==> config.mk <==
export PLATFORM = sky130hd
export DESIGN_NAME = piso_serializer
export DESIGN_NICKNAME = d
export VERILOG_FILES = /design/src/rtl/sipo_pkg.sv /design/src/rtl/piso_serializer.sv
export SDC_FILE = /design/constraint.sdc
export NUM_CORES = 1
export LEC_CHECK = 0
export BUFFER_PORTS_ARGS = -buffer_cell sky130_fd_sc_hd__buf_2
export CORE_UTILIZATION = 30
export DETAILED_ROUTE_END_ITERATION = 6
export PLACE_DENSITY = 0.55
export RECOVER_POWER = 25
export SYNTH_ARGS = -nofsm -noshare
export SYNTH_HDL_FRONTEND = slang
export SYNTH_SLANG_ARGS = --single-unit
==> constraint.sdc <==
create_clock -name clk -period 3.5 [get_ports clk]
set_input_delay 0.7 -clock clk [delete_from_list [all_inputs] [get_ports clk]]
set_output_delay 0.7 -clock clk [all_outputs]
set_load 0.01 [all_outputs]
==> src/rtl/sipo_pkg.sv <==
// Shared definitions for the serial link: default word width, bit-order
// selectors and the serializer state encoding.
package sipo_pkg;

    localparam int WIDTH_C     = 8;
    localparam bit MSB_FIRST_C = 1'b1;
    localparam bit LSB_FIRST_C = 1'b0;

    typedef enum logic {
        IDLE  = 1'b0,
        SHIFT = 1'b1
    } state_e;

endpackage

==> src/rtl/piso_serializer.sv <==
// Parallel-in/serial-out stage with a one-word holding buffer so consecutive
// words stream without an idle cycle between frames.
module piso_serializer
    import sipo_pkg::*;
#(
    parameter int WIDTH     = WIDTH_C,
    parameter bit MSB_FIRST = MSB_FIRST_C
) (
    input  logic             clk,
    input  logic             arst_n,
    input  logic [WIDTH-1:0] par_data_i,
    input  logic             par_valid_i,
    output logic             par_ready_o,
    input  logic             ser_en_i,
    output logic             ser_data_o,
    output logic             ser_valid_o,
    output logic             ser_last_o,
    output logic             busy_o
);

    localparam int              CW       = $clog2(WIDTH);
    localparam logic [CW-1:0]   LAST_CNT = CW'(WIDTH - 1);

    state_e           r_state;
    logic [WIDTH-1:0] r_shift;
    logic [WIDTH-1:0] r_hold;
    logic             r_hold_full;
    logic             r_ready;
    logic [CW-1:0]    r_cnt;

    state_e           w_state_nxt;
    logic [WIDTH-1:0] w_shift_nxt;
    logic [WIDTH-1:0] w_hold_nxt;
    logic             w_hold_full_nxt;
    logic [CW-1:0]    w_cnt_nxt;
    logic [WIDTH-1:0] w_shifted;
    logic             w_accept;
    logic             w_last;
    logic             w_retire;

    assign w_accept  = par_valid_i & r_ready;
    assign w_last    = (r_cnt == LAST_CNT);
    assign w_retire  = (r_state == SHIFT) & ser_en_i & w_last;
    assign w_shifted = MSB_FIRST ? {r_shift[WIDTH-2:0], 1'b0} : {1'b0, r_shift[WIDTH-1:1]};

    // NOTE: every next-state signal gets a default first, so no path leaves it unassigned (no latch).
    always_comb begin
        w_state_nxt     = r_state;
        w_shift_nxt     = r_shift;
        w_hold_nxt      = r_hold;
        w_hold_full_nxt = r_hold_full;
        w_cnt_nxt       = r_cnt;

        case (r_state)
            IDLE: begin
                if (w_accept) begin
                    w_shift_nxt = par_data_i;
                    w_cnt_nxt   = '0;
                    w_state_nxt = SHIFT;
                end
            end
            SHIFT: begin
                if (ser_en_i && w_last) begin
                    w_cnt_nxt = '0;
                    if (r_hold_full) begin
                        w_shift_nxt     = r_hold;
                        w_hold_full_nxt = 1'b0;
                    end else if (w_accept) begin
                        w_shift_nxt = par_data_i;
                    end else begin
                        w_shift_nxt = '0;
                        w_state_nxt = IDLE;
                    end
                end else if (ser_en_i) begin
                    w_shift_nxt = w_shifted;
                    w_cnt_nxt   = r_cnt + CW'(1);
                end
                // A word arriving while the last bit retires bypasses the buffer.
                if (w_accept && !w_retire) begin
                    w_hold_nxt      = par_data_i;
                    w_hold_full_nxt = 1'b1;
                end
            end
            default: w_state_nxt = IDLE;
        endcase
    end

    // NOTE: state registers use non-blocking assignments so all flops update together at the edge.
    always_ff @(posedge clk or negedge arst_n) begin
        if (!arst_n) begin
            r_state     <= IDLE;
            r_shift     <= '0;
            r_hold      <= '0;
            r_hold_full <= 1'b0;
            r_ready     <= 1'b1;
            r_cnt       <= '0;
        end else begin
            r_state     <= w_state_nxt;
            r_shift     <= w_shift_nxt;
            r_hold      <= w_hold_nxt;
            r_hold_full <= w_hold_full_nxt;
            r_ready     <= ~w_hold_full_nxt;
            r_cnt       <= w_cnt_nxt;
        end
    end

    assign par_ready_o = r_ready;
    assign ser_data_o  = MSB_FIRST ? r_shift[WIDTH-1] : r_shift[0];
    assign ser_valid_o = (r_state == SHIFT);
    assign ser_last_o  = (r_state == SHIFT) & w_last;
    assign busy_o      = (r_state == SHIFT) | r_hold_full;

endmodule
==> out/qor.yml, run 1 <==
worst_setup_path:
  cp.required_ns: 2.80
  path_class: "flop to output pin"
  cp.arrival_ns: 1.42
  worstPathMaxFanout: 3
  r2r_cells: 5
  startpoint_type: "flop"
  cp-end-kind: "output pin"
global_routing:
  overflow: 0
  grt_use_total: 0.1376
  grt_pass1_wl_mm: 4.340
  grt_pass1_vias: 891
  grt_max_degree: 23
  antenna_found_initial: 0
clock_network:
  cts.sink_count: 22
  cts-root-buf: "clkbuf_8"
  cts_buffers: 3
  clk_path_buf_depth: 2
  htree_levels: 1
  cts_tree: "built"
  cts_resized: 0
  cts_setup_buffers: 0
  cts.clk_slew.worst_paths_ns: 0.08
  clk_latency_ns: 0.26
  cts.hold.buffers_added: 0
sta:
  slew_headroom: 0.2075
  post-route-min-period_ns: 2.119
  setup_tns_ns: 0
  worst_slack_ns: 1.381
  rsz0062_at_grt: "no"
  whs_ns: 0.5102
  finalHoldViolCount: 0
  fmax_ghz: 0.4718
  finalClockSkew_ns: 0.008877
  fin_crit_sh: 0.6056
  drv_slew: 0
  tightest_slew_ns: 1.189
  setup_viol_count_final: 0
die:
  die-area_mm2: 0.004222
  die_w_um: 64.98
  coreArea_mm2: 0.003744
  rows: 22
  start_util: 0.3178
  io_pins: 17
  die_y_um: 64.98
logic_synthesis:
  synth_edf_count: 0
  ys.flop_type: "dfrtp_1"
  syn_avg_cell_area_um2: 10.82
  synth_area_leaders: "dfrtp_1 44%, mux2_2 7.6%, a2bb2oi_1 5.9%"
  synth_area_mm2: 0.001190
  async_flop_share: 1.000
  synth_cell_types: 25
  synth-seq-cells: 22
  synth.yosys.seq_area_share: 0.4637
  yosysWarnings: 0
  ys_top_cells_by_count: "21 x dfrtp_1, 13 x nand2_1, 10 x a21oi_1"
  yosysTopAreaCell: "dfrtp_1"
  synth_fp_nets: 125
  synth_top_area_frac: 0.4416
  synthesis.instances: 110
  synth.most_common_cell: "dfrtp_1"
cells_and_area:
  nFillCells: 403
  antenna_cells: 0
  utilization: 0.3533
  area_growth_pct: 11.15
  finalNetCount: 138
  layout-drive-gt1-share: 0.2623
route:
  drcViolationCount: 0
  vias: 915
  wl_mm: 2.616
  drtIter0Drc: 45
  viasPerCell: 5.382
  drt-wirelength-per-cell_um: 15.39
  antenna_left: 0
  drtPass1Iterations: 6
placement:
  place.detailed.hpwl_mm: 1.858
  gp_congestion: 0.7796
  port_buffers: 16
  dp_worst_setup_slack_ns: 1.409
power:
  irDropWorstVdd_uv: 307.7
  switching_share: 0.3485
  total_power_mw: 1.059
  power_leakage_nw: 0.5421
  p_int_uw: 689.8
  pwr-share-seq: 0.455
  p_clk_frac: 0.154
  power_switching_uw: 368.9
  pwr-share-comb: 0.390
  powerDensity_mw_per_mm2: 800.5
min_path:
  hold-path-cell-count: 1
  hold_class: "flop to flop"
status:
  status: "finished clean"
job:
  drv_cap: 0
[metal layers]
layer  share of wire  wire length (um)  GRT usage
met1            0.48              1256     0.1860
met2            0.47              1220     0.2135
met3           0.048               126    0.04577
met4          0.0046                12    0.02500
met5               0                 0          0
[cells by family after synthesis]
kind of cell / share of synthesized area
buf+inv: 0.04626
fa+ha+maj: 0.03155
simple gates: 0.1588
flops: 0.4637
compound gates: 0.2240
mux: 0.07571
[metrics by stage]
| stage | cells | area (um^2) |
|---|---|---|
| 3_3_place_gp | 166 | 1279 |
| 5_1_grt | 170 | 1323 |
| 6_report | 170 | 1323 |
| 4_1_cts | 170 | 1324 |
| 2_1_floorplan | 110 | 1190 |
| 3_5_place_dp | 166 | 1279 |
[cell type report]
class | instances | area, um^2 | area share
inverter | 1 | 3.754 | 0.002838
multi-input combinational | 79 | 583.1 | 0.4409
sequential | 22 | 551.8 | 0.4172
timing repair buffer | 16 | 78.83 | 0.05960
clock buffer | 4 | 45.04 | 0.03406
tap | 48 | 60.06 | 0.04541
[flip-flops by register name, indices dropped and copies added, names as in the netlist, named ones only]
signal and count:
r_hold 8, r_shift 8, r_cnt 3, par_ready_o 1, ser_valid_o 1
[power groups by stage]
stage          sequential, mW  clock (mW)  combinational [mW]
3_5_place_dp            0.485           0               0.419
4_1_cts                 0.481       0.168               0.419
2_1_floorplan           0.440           0               0.362
6_report                0.482       0.164               0.413
5_1_grt                 0.504       0.177               0.466
3_3_place_gp            0.484           0               0.415
[worst paths after layout]
path	from	to	slack (ns)
worst max-delay path	r_cnt[0]	ser_last_o	1.38
worst max register to register	r_cnt[0]	r_hold[5]	1.41
min in group asynchronous	arst_n	r_shift[0]	0.65
worst min register to register	r_cnt[1]	r_cnt[1]	0.51
worst min-delay path	r_cnt[1]	r_cnt[1]	0.51
max in group asynchronous	arst_n	r_shift[5]	2.13
[worst max-delay path, cell delays in order (launching register included)]
cell and delay, ns:
dfrtp_1 0.40, ha_1 0.23, ha_1 0.21, and2_1 0.17, buf_2 0.14
[placed cells by master (no fill, tap or decap)]
cell,n
dfrtp_1,21
buf_2,15
nand2_1,13
a21oi_1,10
o21ai_0,9
a2bb2oi_1,8
mux2_2,8
nand4b_1,7
a311o_1,7
ha_1,3
clkbuf_8,3
and2_1,2
or2_2,2
a21o_1,2
clkbuf_1,2
inv_2,1
and2_4,1
nor3_4,1
nand3b_1,1
nor2b_1,1
a31oi_1,1
or4_1,1
a32o_1,1
nor3b_1,1
dfstp_2,1
Power figures use the tool's default switching activity.
==> run 2: changes to the inputs <==
Clock period 3.5 ns to 2.1 ns, I/O delays scaled along.
==> out/qor.yml, run 2 (synthesis gave the netlist of run 1 again) <==
cells_and_area:
  layout_common_cells: "21 x dfrtp_1, 15 x buf_2, 13 x nand2_1, 10 x a21oi_1, 9 x o21ai_0"
  antenna_cells: 0  # unchanged
  finalNetCount: 140  # +1.4%
  final_common_cell: "dfrtp_1"
  layout-drive-gt1-share: 0.2823  # +0.01996
  area_growth_pct: 14.62
  post_layout_nonfiller_instances: 172  # +1.2%
  reg_top3: "r_hold x8, r_shift x8, r_cnt x3"
  final_area_mm2: 0.001364  # +3.1%
sta:
  setup_viol_count_final: 0  # unchanged
  finalHoldViolCount: 0  # unchanged
  finalClockSkew_ns: 0.002894  # -0.005984 ns
  worst_slack_ns: 0.09703  # -1.284 ns
  post-route-min-period_ns: 2.003
  drv_slew: 0  # unchanged
  fin_crit_sh: 0.9538
  tightest_slew_ns: 1.210  # +0.02134 ns
  rsz0062_at_grt: "no"
  fmax_ghz: 0.4993
  slew_headroom: 0.1933  # -0.01423
  setup_tns_ns: 0  # unchanged
clock_network:
  cts.sink_count: 22  # unchanged
  cts_tree: "built"
  htree_levels: 1  # unchanged
  cts.hold.buffers_added: 0  # unchanged
  cts_buffers: 3  # unchanged
  clk_path_buf_depth: 2  # unchanged
  cts.clk_slew.worst_paths_ns: 0.08  # about the same
  cts_setup_buffers: 0  # unchanged
  clk_latency_ns: 0.26  # about the same
  cts_resized: 0  # unchanged
  cts-root-buf: "clkbuf_8"
power:
  total_power_mw: 1.916  # +81%
  irDropWorstVdd_uv: 499.0  # +62%
  powerDensity_mw_per_mm2: 1405  # +75%
  power_leakage_nw: 0.5646  # +4.1%
route:
  drtIter0Drc: 47  # +4.4%
  drtPass1Iterations: 4  # -2
  drt-wirelength-per-cell_um: 16.50  # +7.2%
  wl_mm: 2.838  # +8.5%
  drcViolationCount: 0  # unchanged
  antenna_left: 0  # unchanged
  vias: 963  # +5.2%
  viasPerCell: 5.599  # +4.0%
die:
  die-area_mm2: 0.004222  # unchanged
  start_util: 0.3178  # unchanged
  die_y_um: 64.98  # unchanged
  coreArea_mm2: 0.003744  # unchanged
  io_pins: 17  # unchanged
  die_w_um: 64.98  # unchanged
  rows: 22  # unchanged
worst_setup_path:
  worstReg2RegStart: "r_cnt[0]"
  critPathLaunch: "r_cnt[0]"
  path_class: "flop to flop"
  rrSetupSlack_ns: 0.1  # -1.31 ns
  r2r_cells: 5  # unchanged
  cp.arrival_ns: 2.15  # +0.73 ns
  r2r-end: "r_hold[0]"
  startpoint_type: "flop"
  cp-end-kind: "flop"
  worstPathMaxFanout: 10  # +7
  cp.required_ns: 2.25  # -0.55 ns
global_routing:
  antenna_found_initial: 0  # unchanged
  grt_pass1_vias: 925  # +3.8%
  top_usage_layer: "met2"
  grt_pass1_wl_mm: 4.650  # +7.1%
  grt_max_degree: 23  # unchanged
  met1_usage: 0.2072  # +0.02120
  overflow: 0  # unchanged
  grt_use_total: 0.1471  # +0.009530
  met2_usage: 0.2174  # +0.003906
  grt_use_met3: 0.04225  # -0.003521
placement:
  place.detailed.hpwl_mm: 1.939  # +4.3%
  dp_cells: 168  # +1.2%
  dp_worst_setup_slack_ns: 0.1381  # -1.271 ns
  gp_congestion: 0.7794  # about the same
  dpl_cell_area_mm2: 0.001294  # +1.2%
  port_buffers: 16  # unchanged
status:
  status: "finished clean"
job:
  drv_cap: 0  # unchanged
min_path:
  hold_class: "input port to asynchronous set/reset pin"
[run 2: cell count changes in the layout (fill, tap and decap cells not counted), sizes merged]
cell    delta
buf        +2
clkbuf     -1
bufinv     +1
[run 2: cell type report]
| class | count | area [um^2] |
|---|---|---|
| inverters | 1 | 3.754 |
| repair buffers | 18 | 93.84 |
| multi-input cells | 79 | 583.1 |
| flip-flops and latches | 22 | 551.8 |
| fillers | 404 | 2380 |
| clock buffers | 3 | 41.29 |
| clock inverters | 1 | 30.03 |
| well taps | 48 | 60.06 |
[run 2: through the flow]
stage | hold WS, ns | utilization
detailed placement | 0.4253 | 0.3456
floorplan | 0.1244 | -
global route | 0.4105 | 0.3643
global placement | 0.4143 | 0.3456
finish | 0.3841 | 0.3643
CTS | 0.1323 | 0.3646
[run 2: worst max path at each step]
stage                endpoint  slack (ns)  cells after the start
detailed placement  r_hold[0]        0.14                      5
global placement    r_hold[6]        0.18                      5
global route        r_hold[0]        0.03                      5
finish              r_hold[0]         0.1                      5
CTS                 r_hold[0]        0.12                      5
floorplan           r_hold[0]        0.13                      7
[run 2: power by group]
part	leakage [nW]	internal, mW	switching, mW
clock network	0.0357	0.255	0.145
logic	0.280	0.393	0.318
registers	0.249	0.628	0.177
total	0.565	1.28	0.640
[run 2: worst max-delay path, cell delays in order (launching register included)]
cell and delay (ns):
dfrtp_1 0.40, ha_1 0.23, ha_1 0.21, and2_4 0.18, nor3_4 0.46, mux2_2 0.41
[run 2: per-layer routing]
layer / share of wire / routed length (um)
met5: 0 / 0
met4: 0.0095 / 27
met3: 0.057 / 161
met2: 0.46 / 1294
met1: 0.48 / 1354
